`src/rtl/mips_pkg.sv`:
```
// Shared definitions for the 5-stage MIPS core: forwarding selects,
// the hard-wired zero register and the default mult/div latency.
package mips_pkg;

   localparam logic [1:0] FWD_RF  = 2'b00;
   localparam logic [1:0] FWD_WB  = 2'b01;
   localparam logic [1:0] FWD_MEM = 2'b10;

   localparam logic [4:0] REG_ZERO = 5'd0;

   localparam int MULDIV_LAT_DEFAULT = 32;

   // A source only depends on a destination that is a real register; $0 never matches.
   function automatic logic regMatch(input logic [4:0] src, input logic [4:0] dst);
      return (dst != REG_ZERO) && (src == dst);
   endfunction

endpackage

```
`src/rtl/muldiv_busy_ctr.sv`:
```
// Tracks how many cycles remain until the mult/div unit's HI/LO results are valid.
module muldiv_busy_ctr
   import mips_pkg::*;
#(
   parameter int MULDIV_LAT = MULDIV_LAT_DEFAULT
) (
   input  logic CLK,
   input  logic reset,
   input  logic MulDivStartE,
   output logic MulDivBusy
);

   localparam int PW = $clog2(MULDIV_LAT + 1);

   logic [PW-1:0] count_q;
   logic [PW-1:0] count_d;

   // A new start always reloads, even over an operation still in flight.
   always_comb begin
      count_d = count_q;
      if (MulDivStartE) begin
         count_d = PW'(MULDIV_LAT);
      end else if (count_q != '0) begin
         count_d = count_q - PW'(1);
      end
   end

   always_ff @(posedge CLK) begin
      if (reset) begin
         count_q <= '0;
      end else begin
         count_q <= count_d;
      end
   end

   assign MulDivBusy = (count_q != '0);

endmodule

```
`src/rtl/hazard_ctrl.sv`:
```
// Central hazard controller: forwarding selects, stall/flush for every
// pipeline register, mult/div sequencing and a saturating stall counter.
module hazard_ctrl
   import mips_pkg::*;
#(
   parameter int MULDIV_LAT = MULDIV_LAT_DEFAULT,
   parameter int PERF_W     = 32
) (
   input  logic              CLK,
   input  logic              reset,
   input  logic [4:0]        RsD,
   input  logic [4:0]        RtD,
   input  logic [4:0]        RsE,
   input  logic [4:0]        RtE,
   input  logic [4:0]        WriteRegE,
   input  logic [4:0]        WriteRegM,
   input  logic [4:0]        WriteRegW,
   input  logic              RegWriteE,
   input  logic              RegWriteM,
   input  logic              RegWriteW,
   input  logic              MemtoRegE,
   input  logic              MemtoRegM,
   input  logic              BranchD,
   input  logic              PCSrcD,
   input  logic              JumpD,
   input  logic              UsesHiLoD,
   input  logic              MulDivStartD,
   input  logic              MulDivStartE,
   input  logic              IMemReadyF,
   output logic              StallF,
   output logic              StallD,
   output logic              FlushD,
   output logic              FlushE,
   output logic              ForwardAD,
   output logic              ForwardBD,
   output logic [1:0]        ForwardAE,
   output logic [1:0]        ForwardBE,
   output logic              MulDivBusy,
   output logic [PERF_W-1:0] StallCycles
);

   logic lwStall;
   logic branchStall;
   logic mdStall;
   logic dStall;

   logic [PERF_W-1:0] stallCycles_q;
   logic [PERF_W-1:0] stallCycles_d;

   muldiv_busy_ctr #(.MULDIV_LAT(MULDIV_LAT)) u_muldiv_busy_ctr (
      .CLK          (CLK),
      .reset        (reset),
      .MulDivStartE (MulDivStartE),
      .MulDivBusy   (MulDivBusy)
   );

   // Stall sources; overlapping sources collapse into one stall.
   always_comb begin
      lwStall     = MemtoRegE && (regMatch(RsD, RtE) || regMatch(RtD, RtE));
      branchStall = BranchD &&
                    ((RegWriteE && (regMatch(RsD, WriteRegE) || regMatch(RtD, WriteRegE))) ||
                     (MemtoRegM && (regMatch(RsD, WriteRegM) || regMatch(RtD, WriteRegM))));
      mdStall     = (MulDivBusy || MulDivStartE) && (UsesHiLoD || MulDivStartD);
      dStall      = lwStall || branchStall || mdStall;
   end

   // While reset is held the pipeline is drained: no stalls, both bubbles asserted.
   always_comb begin
      StallF    = 1'b0;
      StallD    = 1'b0;
      FlushD    = 1'b1;
      FlushE    = 1'b1;
      ForwardAD = 1'b0;
      ForwardBD = 1'b0;
      ForwardAE = FWD_RF;
      ForwardBE = FWD_RF;
      if (!reset) begin
         StallD    = dStall;
         StallF    = dStall || !IMemReadyF;
         FlushE    = dStall;
         FlushD    = !dStall && (PCSrcD || JumpD || !IMemReadyF);
         ForwardAD = RegWriteM && regMatch(RsD, WriteRegM);
         ForwardBD = RegWriteM && regMatch(RtD, WriteRegM);
         if (RegWriteM && regMatch(RsE, WriteRegM)) begin
            ForwardAE = FWD_MEM;
         end else if (RegWriteW && regMatch(RsE, WriteRegW)) begin
            ForwardAE = FWD_WB;
         end
         if (RegWriteM && regMatch(RtE, WriteRegM)) begin
            ForwardBE = FWD_MEM;
         end else if (RegWriteW && regMatch(RtE, WriteRegW)) begin
            ForwardBE = FWD_WB;
         end
      end
   end

   // Perf counter sticks at all-ones instead of wrapping.
   always_comb begin
      stallCycles_d = stallCycles_q;
      if (StallD && (stallCycles_q != '1)) begin
         stallCycles_d = stallCycles_q + PERF_W'(1);
      end
   end

   always_ff @(posedge CLK) begin
      if (reset) begin
         stallCycles_q <= '0;
      end else begin
         stallCycles_q <= stallCycles_d;
      end
   end

   assign StallCycles = stallCycles_q;

endmodule
```
`config.mk`:
```
export PLATFORM = sky130hd
export DESIGN_NAME = hazard_ctrl
export DESIGN_NICKNAME = d
export VERILOG_FILES = /design/src/rtl/mips_pkg.sv /design/src/rtl/muldiv_busy_ctr.sv /design/src/rtl/hazard_ctrl.sv
export SDC_FILE = /design/constraint.sdc
export NUM_CORES = 1
export LEC_CHECK = 0
export ABC_AREA = 1
export CORE_MARGIN = 10
export CORE_UTILIZATION = 53
export DETAILED_ROUTE_END_ITERATION = 16
export PLACE_DENSITY = 0.87
export SLEW_MARGIN = 20
export SYNTH_ARGS = -nofsm -noshare
export SYNTH_HDL_FRONTEND = slang
export SYNTH_HIERARCHICAL = 1
export SYNTH_SLANG_ARGS = --single-unit
export TNS_END_PERCENT = 20
```
`constraint.sdc`:
```
create_clock -name CLK -period 3.3 [get_ports CLK]
set_clock_uncertainty 0.2 [all_clocks]
set_input_delay 0.33 -clock CLK [delete_from_list [all_inputs] [get_ports CLK]]
set_output_delay 0.33 -clock CLK [all_outputs]
set_load 0.02 [all_outputs]
```
---- Word-level counts from Yosys, hierarchy flattened ----
Index checks and enable logic that the tools add are counted.
cells by class
  reduce and logical (&&, ||, !) cells .... 43
  bitwise operators ....................... 0
  multiply operators ...................... 0
  eq/ne operators ......................... 11
  order comparisons ....................... 0
  mux-type cells .......................... 14
  shifts and indexed selects .............. 0
  divide/modulo/power cells ............... 0
  add/sub/neg operators ................... 2
operators with widths
  kind                     number
  $eq A5 B5 Y1             10
  $add A32 B1 Y32 const B  1
  $ne A32 B32 Y1 const B   1
  $logic_and A1 B1 Y1      23
  $reduce_bool A5 Y1       4
  $mux W6                  2
  $logic_or A1 B1 Y1       11
  $mux W1                  8
  $mux W2                  4
  $reduce_bool A6 Y1       1
  $sub A6 B1 Y6 const B    1
  $logic_not A1 Y1         2
  $reduce_bool A2 Y1       1
  $reduce_or A2 Y1         1
word-level totals
  bits in writable memories ............... 0
  bits in latches ......................... 0
  output and inout port bits .............. 43
  memories ................................ 0
  input port bits ......................... 49
  register bits after elaboration ......... 38
  logic and storage cells ................. 73
  ROM bits ................................ 0

---- Logic depth before layout (Yosys ltp) ----
Gate-level depths: netlist of the first run.
  word-level depth ........................ 11
  depth in mapped cells ................... 16
  mapped depth without buffers ............ 15

---- Hierarchy ----
The synthesis of the first run kept the hierarchy.
modules (own cells, without submodules)
  module           seq. area each (µm²)  area each (µm²)  cells an instance  instances
  hazard_ctrl      640.6                 3037.9           514                1
  muldiv_busy_ctr  120.1                 297.8            37                 1

---- Worst setup path before layout of the first run ----
Ideal clock, no wire load.
  kind .................................... register to output
  start ................................... register u_muldiv_busy_ctr.count_q[0]
  end ..................................... output port FlushD
  path buffers ............................ 1
  data arrival time ....................... 1851 ps
  data required time ...................... 2770 ps
  stages on the path, launching flop included .. 11
  slack ................................... 919 ps
  cells stage by stage .................... dfxtp_1 > inv_1 > ha_1 > nand3_2 > o22ai_1 > a21boi_2 > nand2_4 > buf_6 > nand2_2 > inv_2 > a31oi_2
between the ends
  word-level cells in the longest chain between the ends .. 7
ends and longest elaborated chain
  item                    line                   RTL
  from (decl)             muldiv_busy_ctr.sv:15  logic [PW-1:0] count_q;
  from (signal assigned)  muldiv_busy_ctr.sv:32  count_q <= count_d;
  $reduce_bool A6 Y1      muldiv_busy_ctr.sv:36  assign MulDivBusy = (count_q != '0);
  named net MulDivBusy    hazard_ctrl.sv:38      output logic MulDivBusy,
  $logic_or A1 B1 Y1      hazard_ctrl.sv:63      mdStall = (MulDivBusy || MulDivStartE) && (UsesHiLoD || MulDivStartD);
  $logic_and A1 B1 Y1     hazard_ctrl.sv:63
  $logic_or A1 B1 Y1      hazard_ctrl.sv:64      dStall = lwStall || branchStall || mdStall;
  $logic_not A1 Y1        hazard_ctrl.sv:81      FlushD = !dStall && (PCSrcD || JumpD || !IMemReadyF);
  $logic_and A1 B1 Y1     hazard_ctrl.sv:81
  $mux W1                 hazard_ctrl.sv:77      if (!reset) begin
  to (decl)               hazard_ctrl.sv:32      output logic FlushD,
The timed path passes the listed nets, and every way through them passes these cells.

---- Final worst setup path of the first run ----
  start ................................... register u_muldiv_busy_ctr.count_q[0]
  end ..................................... output port FlushD
between the ends
  word-level cells in the longest chain between the ends .. 7
ends and longest elaborated chain
  item                 line
  $reduce_bool A6 Y1   muldiv_busy_ctr.sv:36
  $logic_or A1 B1 Y1   hazard_ctrl.sv:63
  $logic_and A1 B1 Y1  hazard_ctrl.sv:63
  $logic_or A1 B1 Y1   hazard_ctrl.sv:64
  $logic_not A1 Y1     hazard_ctrl.sv:81
  $logic_and A1 B1 Y1  hazard_ctrl.sv:81
  $mux W1              hazard_ctrl.sv:77
No other way between the ends.

==> impl_metrics.json, run 1 <==
{
  "drt_iter0_markers": 233,
  "tns_ns": 0,
  "max_freq_mhz": 325,
  "crit_slowest_cell": "clkdlybuf4s50_1",
  "grt_usage_pct": 19.4,
  "period_share_pct": 93.2,
  "post_drt_wl_per_cell_um": 13.7,
  "synth_cell_types": 43,
  "slew_headroom_pct": 62.8,
  "postCtsResizedCells": 0,
  "grt_antenna_before_repair": 0,
  "die_w_um": 99.3,
  "core_sq_um": 6030,
  "syn-num-nets": 603,
  "yosysTopAreaCellShare_pct": 22.8,
  "grt_pass1_vias": 3767,
  "hold_class": "register to register",
  "path_max_fanout": 8,
  "ant_nets": 0,
  "ios": 92,
  "synth-seq-area-share_pct": 22.8,
  "clk_pin_slew_worst_paths_ns": 0.08,
  "crit_required_ns": 2.77,
  "cts_setup_buffers": 0,
  "crit_chain": "inv_1 > ha_1 > nand3_2 > o22ai_1 > a21boi_2 > nand2_4 > nand2_2 > inv_2 > a31oi_2 > clkdlybuf4s50_1",
  "finalHoldViolCount": 0,
  "grt_pass1_wl_um": 16600,
  "syn_avg_cell_area_sq_um": 6.05,
  "htreeDepth": 2,
  "drc_errors": 0,
  "area_growth_pct": 30.9,
  "slowest_delay_ns": 0.63,
  "end_kind": "primary output",
  "leakagePower_nw": 2.02,
  "synth_seq_cells": 38,
  "vias_per_cell": 5.27,
  "clk_latency_ns": 0.30,
  "port_buffers": 91,
  "ctsRootBufferMaster": "clkbuf_8",
  "rows": 28,
  "hpwl_um": 7740,
  "grt_max_degree": 61,
  "setup_violations": 0,
  "max-clock-path-buffers": 2,
  "synthFlopType": "dfxtp_1",
  "fin_util_pct": 72.5,
  "cts_tree": "yes",
  "syn_inst": 551,
  "worstMarginPinSlew_ns": 0.558,
  "start_util_pct": 55.4,
  "critPathArrivalTime_ns": 2.55,
  "yosysTopAreaCell": "dfxtp_1",
  "wl_um": 9710,
  "first_pass_iters": 5,
  "postCtsHoldBufs": 0,
  "diodes": 0,
  "mostFrequentLayoutCells": "nand2_1 (143), clkdlybuf4s50_1 (91), inv_1 (86)",
  "rsz0062_at_grt": "no",
  "power.density_nw_per_um2": 324,
  "synth.area.top_cells": "dfxtp_1 (23%), nand2_1 (16%), inv_1 (9.7%)",
  "critical_path_class": "register to primary output",
  "final_common_cell": "nand2_1",
  "cp-start-kind": "register",
  "final_layout_size_suffix_gt1_share_pct": 8.18,
  "grt_overflow": 0,
  "synth.yosys.warnings": 6,
  "vdd_drop_max_mv": 0.263,
  "gp_congestion": 0.916,
  "final-instance-count-excl-fill": 711,
  "route.vias.total": 3750,
  "max_cap_violations": 0,
  "die_y_um": 99.3,
  "min_period_ns": 3.08,
  "dieArea_sq_um": 9870,
  "syn_area_sq_um": 3340,
  "synth_edf_count": 0,
  "final_max_slew_viol_count": 0,
  "final_nets": 687,
  "numClockSinks": 38,
  "numCtsBuffers": 5,
  "status": "complete, no violations",
  "place_inst": 703,
  "ys_async_sr_fraction_pct": 0
}
-- power by group --
| part | leakage (nW) | internal (mW) | switching, mW | total (mW) |
|---|---|---|---|---|
| Sequential | 0.308 | 0.479 | 0.0273 | 0.507 |
| Combinational | 1.65 | 0.186 | 0.240 | 0.426 |
| Clock | 0.0683 | 0.303 | 0.180 | 0.483 |
| Total | 2.02 | 0.969 | 0.447 | 1.42 |
-- cells by family after synthesis --
logic type                 synth area share, %
and+or+nand+nor                           46.7
adders and majority gates                 1.13
xor gates and xnor gates                  8.66
DFF                                       22.8
AOI/OAI and AO/OA                         6.11
buffers and inverters                     14.6
-- synth_stat cells (2+ instances only) --
cell         n
clkbuf_2     2
clkbuf_1     2
a21oi_1     15
nand3_2      6
o2111ai_1    3
inv_1       86
nand2_2      8
nor3_4       2
buf_2        4
inv_2        8
nand2_1    143
nand3_1     48
nor2_4       3
xnor2_1     12
ha_1         3
nand4_1     17
nor2_2       5
nor2_1      80
o22ai_1      2
nand4_2      2
o21ai_0      3
nor4_1       2
dfxtp_1     38
buf_6        6
buf_4        2
xor2_1      21
nor3_1      12
-- routing by layer --
metal  global-route usage (%)  part of all wire [%]
met4                     6.17                   2.0
met2                     35.2                    50
met3                     6.02                   8.7
met5                        0                     0
met1                     20.9                    39
-- metrics by stage --
step	cell area, sq um	power (mW)	setup slack (ns)	hold slack (ns)
after detailed placement	4230	0.942	0.241	0.248
after floorplan	3340	0.803	0.919	0.199
final	4370	1.42	0.225	0.265
after global placement	4230	0.930	0.268	0.238
after CTS	4370	1.42	0.211	0.261
after global routing	4370	1.49	0.0305	0.275
-- worst max-delay path: cells and delay by family (launching register included) --
family          cells  cell delay (ns)
compound gates      3             0.64
buf+inv             3             0.81
fa+ha+maj           1             0.18
simple gates        3             0.28
flops               1             0.33
-- sequential cells by signal (all words and copies together) (netlist names) --
signal	cells
u_muldiv_busy_ctr/count_q	6
StallCycles	32
-- final timing paths --
check        depth (start not counted)                      endpoint  slack, ns                    startpoint
max                                 10                        FlushD       0.22  u_muldiv_busy_ctr/count_q[0]
min reg2reg                          1  u_muldiv_busy_ctr/count_q[0]       0.27  u_muldiv_busy_ctr/count_q[0]
max reg2reg                         11               StallCycles[25]       0.94                StallCycles[0]
min                                  1  u_muldiv_busy_ctr/count_q[0]       0.27  u_muldiv_busy_ctr/count_q[0]
-- cell type report --
| type | count | area [sq um] |
|---|---|---|
| clock buffer | 5 | 68.8 |
| clock inverter | 3 | 68.8 |
| fill | 526 | 1660 |
| inverter | 94 | 353 |
| multi-input combinational | 402 | 2090 |
| sequential | 38 | 761 |
| tap | 75 | 93.8 |
| timing repair buffer | 94 | 933 |
No activity file was read; power rests on OpenSTA's default activity.
==> inputs of run 2 (changes only) <==
--- a/config.mk
+++ b/config.mk
@@ -6,10 +6,11 @@
 export NUM_CORES = 1
 export LEC_CHECK = 0
 export ABC_AREA = 1
+export CORE_ASPECT_RATIO = 2
 export CORE_MARGIN = 10
-export CORE_UTILIZATION = 53
+export CORE_UTILIZATION = 44
 export DETAILED_ROUTE_END_ITERATION = 16
-export PLACE_DENSITY = 0.87
+export PLACE_DENSITY = 0.77
 export SLEW_MARGIN = 20
 export SYNTH_ARGS = -nofsm -noshare
 export SYNTH_HDL_FRONTEND = slang
==> constraint.sdc (replaced) <==
create_clock -name CLK -period 2.5 [get_ports CLK]
set_clock_uncertainty 0.2 [all_clocks]
set_input_delay 0.25 -clock CLK [delete_from_list [all_inputs] [get_ports CLK]]
set_output_delay 0.25 -clock CLK [all_outputs]
set_load 0.02 [all_outputs]
==> run 2 against run 1 <==
Net effect: wire length is 12% higher; sequential power is 30% higher; non-clock buffer count is 36 higher; core utilization is 8.1 points lower; sequential share of layout area is 1.3 points lower; die area is 18% higher; final cell count is 7.5% higher; critical path type is now primary input to primary output; largest power group is now the clock network.
==> impl_metrics.json, run 2 (same netlist as run 1, synthesis figures left out) <==
{
  "status": "complete, no violations",
  "num-fill-cells": 689,
  "finalPower_mw": 2.16,
  "min_period_ns": 2.42,
  "drt_iter0_markers": 225,
  "clk_latency_ns": 0.29,
  "ant_nets": 0,
  "largest_reg_flops": 32,
  "fin_ws_ns": 0.0754,
  "dpl_worst_slack_ns": -0.423,
  "area_growth_pct": 41.3,
  "wl_um": 10800,
  "route.vias.total": 3897,
  "rsz0062_at_grt": "yes",
  "crit_required_ns": 2.05,
  "max-clock-path-buffers": 2,
  "final_common_cell": "nand2_1",
  "setup_violations": 0,
  "power.density_nw_per_um2": 459,
  "grt_overflow": 0,
  "drc_errors": 0,
  "die_w_um": 81.6,
  "htreeDepth": 2,
  "numClockSinks": 38,
  "clk_pin_slew_worst_paths_ns": 0.06,
  "vias_per_cell": 5.10,
  "vdd_drop_max_mv": 0.289,
  "critical_path_class": "primary input to primary output",
  "grt_usage_pct": 19.3,
  "final_max_slew_viol_count": 0,
  "cp-start-kind": "primary input",
  "diodes": 0,
  "path_max_fanout": 4,
  "dieArea_sq_um": 11700,
  "first_pass_iters": 4,
  "max_freq_mhz": 412,
  "finalHoldViolCount": 0,
  "core_sq_um": 7320,
  "start_util_pct": 45.6,
  "multi_input_area_sq_um": 2090,
  "end_kind": "primary output",
  "numCtsBuffers": 5,
  "gp_congestion": 0.963,
  "port_buffers": 91,
  "hold_class": "register to register",
  "rows": 44,
  "cts_tree": "yes",
  "period_share_pct": 97.0,
  "grt_pass1_wl_um": 18000,
  "hpwl_um": 8950,
  "ios": 92,
  "critPathArrivalTime_ns": 1.97,
  "register_area_sq_um": 761,
  "die_y_um": 143,
  "cts_setup_buffers": 0,
  "grt_max_degree": 61,
  "grt_pass1_vias": 3991,
  "slew_headroom_pct": 72.4,
  "mostFrequentLayoutCells": "nand2_1 (143), inv_1 (86), nor2_1 (80)",
  "post_drt_wl_per_cell_um": 14.2,
  "final_layout_size_suffix_gt1_share_pct": 14.0,
  "leakagePower_nw": 2.29,
  "worstMarginPinSlew_ns": 0.410,
  "ctsRootBufferMaster": "clkbuf_16",
  "final_nets": 723,
  "grt_antenna_before_repair": 0,
  "max_cap_violations": 0
}
-- run 2: cell types whose count changed in the layout (fill, tap and decap cells not counted), sizes merged --
cell	change
clkbuf	+3
clkdlybuf4s15	+1
dlymetal6s2s	+4
dlygate4sd2	+11
clkinv	-1
buf	+38
clkdlybuf4s50	-20
-- run 2: per-stage QoR --
step                      utilization [%]  std cells  TNS [ns]  hold slack (ns)  area [sq um]
after detailed placement             61.7        756    -10.43            0.289          4520
after CTS                            64.2        764         0            0.293          4700
after floorplan                         -        551         0            0.119          3340
after global routing                 64.4        764   -0.0720            0.296          4710
final                                64.4        764         0            0.286          4710
after global placement               61.7        756     -9.55            0.233          4520
-- run 2: final timing paths --
check / from / end / slack (ns) / cells past startpoint
worst max register to register: StallCycles[0] / StallCycles[29] / 0.23 / 12
worst max-delay path: RtE[2] / FlushD / 0.08 / 11
worst min-delay path: u_muldiv_busy_ctr/count_q[0] / u_muldiv_busy_ctr/count_q[0] / 0.29 / 1
worst min register to register: u_muldiv_busy_ctr/count_q[0] / u_muldiv_busy_ctr/count_q[0] / 0.29 / 1
-- run 2: power breakdown --
group	total [mW]	internal, mW	switching, mW	leakage, nW
sequential	0.658	0.634	0.0240	0.308
clock	0.860	0.599	0.260	0.0971
combinational	0.644	0.292	0.351	1.89
total	2.16	1.53	0.636	2.29
-- run 2: timing repair --
item,CTS,global route
gates resized for setup,24,14
pin swaps,0,0
setup endpoints to repair,12,40
hold buffers,0,0
cloned,0,0
-- run 2: area by class of cell --
type	count	share of cell area (%)
clock buffer	6	2.95
multi-input combinational	402	44.5
inverter	94	7.49
tap	92	2.44
clock inverter	2	1.27
sequential	38	16.1
timing repair buffer	130	25.3
-- run 2: metal layers --
metal | vias to the layer above | global-route usage, % | wire, um
met4 | 0 | 11.5 | 523
met1 | 1780 | 16.3 | 3460
li1 | 1958 | - | -
met5 | - | 0 | 0
met3 | 35 | 4.28 | 646
met2 | 124 | 38.0 | 6220
-- run 2: critical path, stage by stage --
cell	delay [ns]
clkdlybuf4s50_1	0.51
nor2_1	0.14
nand2_1	0.06
o31ai_1	0.21
inv_1	0.11
a21boi_2	0.22
nand2_4	0.08
nand2_2	0.07
inv_2	0.04
a31oi_2	0.14
buf_4	0.16
